$ cat src/rtl/demux_pkg.sv
// Shared constants and types for the 1-to-8 stream demultiplexer.
package demux_pkg;

  localparam int DEFAULT_WIDTH = 8;
  localparam int N_OUT         = 8;
  localparam int SEL_W         = 3;
  localparam int CNT_W         = 16;

  typedef logic [N_OUT-1:0] out_vec_t;

  // One-hot decode of a destination select.
  function automatic out_vec_t sel_onehot(input logic [SEL_W-1:0] sel);
    out_vec_t v;
    v      = '0;
    v[sel] = 1'b1;
    return v;
  endfunction

endpackage

$ cat src/rtl/demux_slot.sv
// Single-entry output slot: holds one word and a full flag for one output.
module demux_slot
  import demux_pkg::*;
#(
  parameter int WIDTH = DEFAULT_WIDTH
) (
  input  logic             i_clk,
  input  logic             i_rst_n,
  input  logic             i_load,
  input  logic [WIDTH-1:0] i_data,
  input  logic             i_out_ready,
  output logic             o_full,
  output logic [WIDTH-1:0] o_data
);

  logic             r_full;
  logic [WIDTH-1:0] r_data;

  // Load wins over drain, so a same-cycle drain+load leaves the slot full with new data.
  // The top only raises i_load when the slot is empty or draining.
  always_ff @(posedge i_clk or negedge i_rst_n) begin
    if (!i_rst_n) begin
      r_full <= 1'b0;
      r_data <= '0;
    end else if (i_load) begin
      r_full <= 1'b1;
      r_data <= i_data;
    end else if (r_full && i_out_ready) begin
      r_full <= 1'b0;
    end
  end

  assign o_full = r_full;
  assign o_data = r_data;

endmodule

$ cat src/rtl/demux8x8_stream.sv
// Valid/ready stream demultiplexer: one input routed to one of eight
// single-entry output slots, or broadcast to all eight, with a transfer counter.
module demux8x8_stream
  import demux_pkg::*;
#(
  parameter int WIDTH = DEFAULT_WIDTH
) (
  input  logic             CLK,
  input  logic             ASYNCRESETN,
  input  logic [WIDTH-1:0] I,
  input  logic [SEL_W-1:0] S,
  input  logic             B,
  input  logic             I_valid,
  output logic             I_ready,
  output logic [WIDTH-1:0] O0,
  output logic [WIDTH-1:0] O1,
  output logic [WIDTH-1:0] O2,
  output logic [WIDTH-1:0] O3,
  output logic [WIDTH-1:0] O4,
  output logic [WIDTH-1:0] O5,
  output logic [WIDTH-1:0] O6,
  output logic [WIDTH-1:0] O7,
  output logic [N_OUT-1:0] O_valid,
  input  logic [N_OUT-1:0] O_ready,
  output logic [CNT_W-1:0] CNT
);

  out_vec_t         w_full;
  out_vec_t         w_can_take;
  out_vec_t         w_load;
  logic             w_ready;
  logic             w_xfer;
  logic [WIDTH-1:0] w_data [N_OUT];
  logic [CNT_W-1:0] r_cnt;

  // Admission: unicast needs the selected slot free or draining, broadcast needs
  // every slot free or draining. Reset gates ready directly so nothing is
  // accepted while held, yet the first edge after release can already transfer.
  always_comb begin
    w_can_take = ~w_full | O_ready;
    w_ready    = B ? (&w_can_take) : w_can_take[S];
    I_ready    = ASYNCRESETN & w_ready;
    w_xfer     = I_valid & I_ready;
    w_load     = '0;
    if (w_xfer) begin
      w_load = B ? '1 : sel_onehot(S);
    end
  end

  for (genvar k = 0; k < N_OUT; k++) begin : g_slot
    demux_slot #(
      .WIDTH(WIDTH)
    ) u_slot (
      .i_clk      (CLK),
      .i_rst_n    (ASYNCRESETN),
      .i_load     (w_load[k]),
      .i_data     (I),
      .i_out_ready(O_ready[k]),
      .o_full     (w_full[k]),
      .o_data     (w_data[k])
    );
  end

  // Accepted-transfer counter; a broadcast counts once, wraps naturally.
  always_ff @(posedge CLK or negedge ASYNCRESETN) begin
    if (!ASYNCRESETN) begin
      r_cnt <= '0;
    end else if (w_xfer) begin
      r_cnt <= r_cnt + {{(CNT_W-1){1'b0}}, 1'b1};
    end
  end

  assign O_valid = w_full;
  assign CNT     = r_cnt;
  assign O0      = w_data[0];
  assign O1      = w_data[1];
  assign O2      = w_data[2];
  assign O3      = w_data[3];
  assign O4      = w_data[4];
  assign O5      = w_data[5];
  assign O6      = w_data[6];
  assign O7      = w_data[7];

endmodule

$ cat config.mk
export PLATFORM = sky130hd
export DESIGN_NAME = demux8x8_stream
export DESIGN_NICKNAME = d
export VERILOG_FILES = /design/src/rtl/demux_pkg.sv /design/src/rtl/demux_slot.sv /design/src/rtl/demux8x8_stream.sv
export SDC_FILE = /design/constraint.sdc
export NUM_CORES = 1
export LEC_CHECK = 0
export CAP_MARGIN = 20
export CORE_MARGIN = 2
export CORE_UTILIZATION = 52
export CTS_CLUSTER_DIAMETER = 200
export CTS_CLUSTER_SIZE = 8
export DETAILED_ROUTE_END_ITERATION = 16
export MAX_ROUTING_LAYER = met4
export PLACE_DENSITY_LB_ADDON = 0.15
export SYNTH_ARGS = -nofsm -noshare
export SYNTH_HDL_FRONTEND = slang
export SYNTH_HIERARCHICAL = 1
export SYNTH_SLANG_ARGS = --single-unit
$ cat constraint.sdc
create_clock -name CLK -period 3.36 [get_ports CLK]
set_input_delay 0.672 -clock CLK [delete_from_list [all_inputs] [get_ports CLK]]
set_output_delay 0.672 -clock CLK [all_outputs]
set_load 0.05 [all_outputs]
==> reports/results.ini <==
[outcome]
status=finished clean

[worst_setup_path]
endpoint_kind=output pin
critPathRequiredTime_ns=2.69
cp-start-kind=primary input
worstSetupPathType=primary input to output pin
cp.arrival_ns=2.46
critPathMaxFanout=11

[clocking]
cts_buffers=9
cts_tree=built
cts_sinks=88
root_buffer=clkbuf_8
clk_pin_slew_ns=0.10
post_cts_buffers=0
clkLatencyLatePin_ns=0.37
cts_resized=0
cts_hold_buf=0
cts_htree_levels=3
cts_buffer_depth=2

[logic_synthesis]
synth_edf_count=0
ys_ff_latch=88
yosysMostFrequentCell=dfrtp_1
synth_top_area_cell=dfrtp_1
syn-num-nets=305
netlist_area_um2=4090
yosys_warnings=6
synth_cell_types=42
ys_seq_area_share_pct=53.9
netlist_instances=281
synthArstFlopShare_pct=100
avgSynthCellArea_um2=14.5
ys.flop_type=dfrtp_1
synthTopCellsByCount=dfrtp_1 (88), mux2_4 (65), inv_1 (15)
synth_top_cell_area_share_pct=53.9
synthTopCellsByArea=dfrtp_1 (54%), mux2_4 (24%), buf_6 (2.5%)

[timing]
post-route-period-util_pct=93.2
rsz0062_at_grt=false
setup_viol=0
relSlewSlack_pct=24.3
tightest_slew_ns=1.13
hold_violations=0
fmax_mhz=319
drv_slew=0
finClkSkew_ns=0.0164
tns_ns=0
fin_crit_ns=3.13

[global_route]
grt_overflow_total=0
grt_use_total_pct=25.0
antenna_found_initial=0
grt_pass1_wl_um=15900
grt_start_max_net_pins=51
grt_pass1_vias=2904

[finish]
final_core_util_pct=73.0
final_net_count=435
antennaDiodeCount=0
post_layout_nonfiller_instances=518
layout-drive-gt1-share_pct=28.8
synthToLayoutAreaGrowth_pct=37.4

[place]
routabilityCongestion=0.837
port_buffers=111
hpwl_um=6870
dp.cells=501

[floorplan]
die_x_um=92.7
die_area_um2=8580
die_h_um=92.7
num_rows=32
start_util_pct=53.2
ioPinCount=112
core_um2=7690

[drt]
drt-initial-drc-count=204
wire_per_inst_um=18.8
vias=2776
wirelength_um=9750
drcViolationCount=0
ant_nets=0
firstDrtPassIters=4
routed_via_density=5.36

[power]
seqPwrFrac_pct=34.4
power.density_nw_per_um2=787
peakVddDrop_mv=0.470
p_total_uw=4420
p_clk_share_pct=17.6
intPower_uw=2520
power_frac_comb_pct=48.0
p_sw_share_pct=43.0
cellLeakagePower_uw=0.00251
switchingPower_uw=1900

[min_path]
hold_path.class=primary input to asynchronous set/reset pin

[flow_run]
max_cap_viol_count=0

## cells in the final DEF, fill, tap and decap left out, types with 2 or more instances in the layout
cell type,count
nor3_1,3
inv_6,3
nor2_1,7
inv_1,15
mux2_4,65
buf_12,3
clkinvlp_4,2
and4b_1,2
nand3_1,5
a31oi_1,3
buf_4,21
o211ai_1,5
nor4bb_1,3
a2111oi_1,2
a21o_2,8
nand2b_1,3
nand2_1,8
a211oi_1,6
or3_1,3
nand4_1,3
and2_1,2
clkdlybuf4s50_1,109
clkbuf_8,9
dfrtp_1,88
xor2_1,9
a21oi_2,2
a21oi_1,3
xnor2_1,6
## path summary, 6_finish.rpt
check	depth (start not counted)	endpoint	slack, ns	start
setup reg to reg	7	g_slot[2].u_slot/o_data[3]	0.73	g_slot[4].u_slot/o_full
hold reg to reg	1	CNT[15]	0.48	CNT[15]
hold / removal	2	g_slot[0].u_slot/o_data[5]	0.37	ASYNCRESETN
min in group CLK	1	CNT[15]	0.48	CNT[15]
max in group asynchronous	2	g_slot[2].u_slot/o_data[6]	2.50	ASYNCRESETN
setup / recovery	8	I_ready	0.23	S[2]
## flip-flops by register name (all words and copies together) (netlist names)
signal	count
CNT	16
g_slot.u_slot/o_data	64
g_slot.u_slot/o_full	8
## power groups by stage
stage          Sequential [uW]  Clock, uW  Combinational (uW)
2_1_floorplan             2450          0                 465
3_3_place_gp              1530          0                2100
3_5_place_dp              1530          0                2130
4_1_cts                   1520        792                2130
5_1_grt                   1560        841                2200
6_report                  1520        778                2120
## final cells by class
type	count	area, um2
Timing Repair Buffer	133	1310
Tap cell	102	128
Fill cell	547	2070
Inverter	15	56.3
Clock buffer	9	124
Clock inverter	7	87.6
Sequential cell	88	2200
Multi-Input combinational cell	164	1710
## kinds of logic (layout without fill, tap and decap cells)
group | Yosys count | in the layout | synth area share [%]
and+or+nand+nor | 45 | 45 | 6.77
DFF | 88 | 88 | 53.9
muxes | 65 | 65 | 23.9
buffers and inverters | 29 | 164 | 4.47
adders and majority gates | 1 | 1 | 0.306
AOI/OAI and AO/OA | 38 | 38 | 7.47
xor gates and xnor gates | 15 | 15 | 3.22
## layer usage
layer / global-route usage, % / vias up / routed length (um)
li1: - / 1257 / -
met1: 35.0 / 1413 / 4560
met2: 37.3 / 95 / 4600
met3: 4.80 / 11 / 471
met4: 7.97 / 0 / 120
met5: - / - / 0
## stage by stage
step,area [um2],hold slack (ns),setup WS [ns]
after floorplan,4090,0.376,0.0211
after global placement,5400,0.454,-0.0364
after detailed placement,5400,0.466,-0.123
after CTS,5610,0.378,0.222
after global routing,5620,0.413,0.0812
final,5620,0.375,0.227
## worst max-delay path, stage by stage
cell             delay [ns]
clkdlybuf4s50_1        0.65
nor4bb_1               0.12
o31ai_2                0.33
buf_4                  0.17
nand4_4                0.08
a21boi_0               0.16
buf_4                  0.15
buf_12                 0.13
No activity file was read; power rests on OpenSTA's default activity.
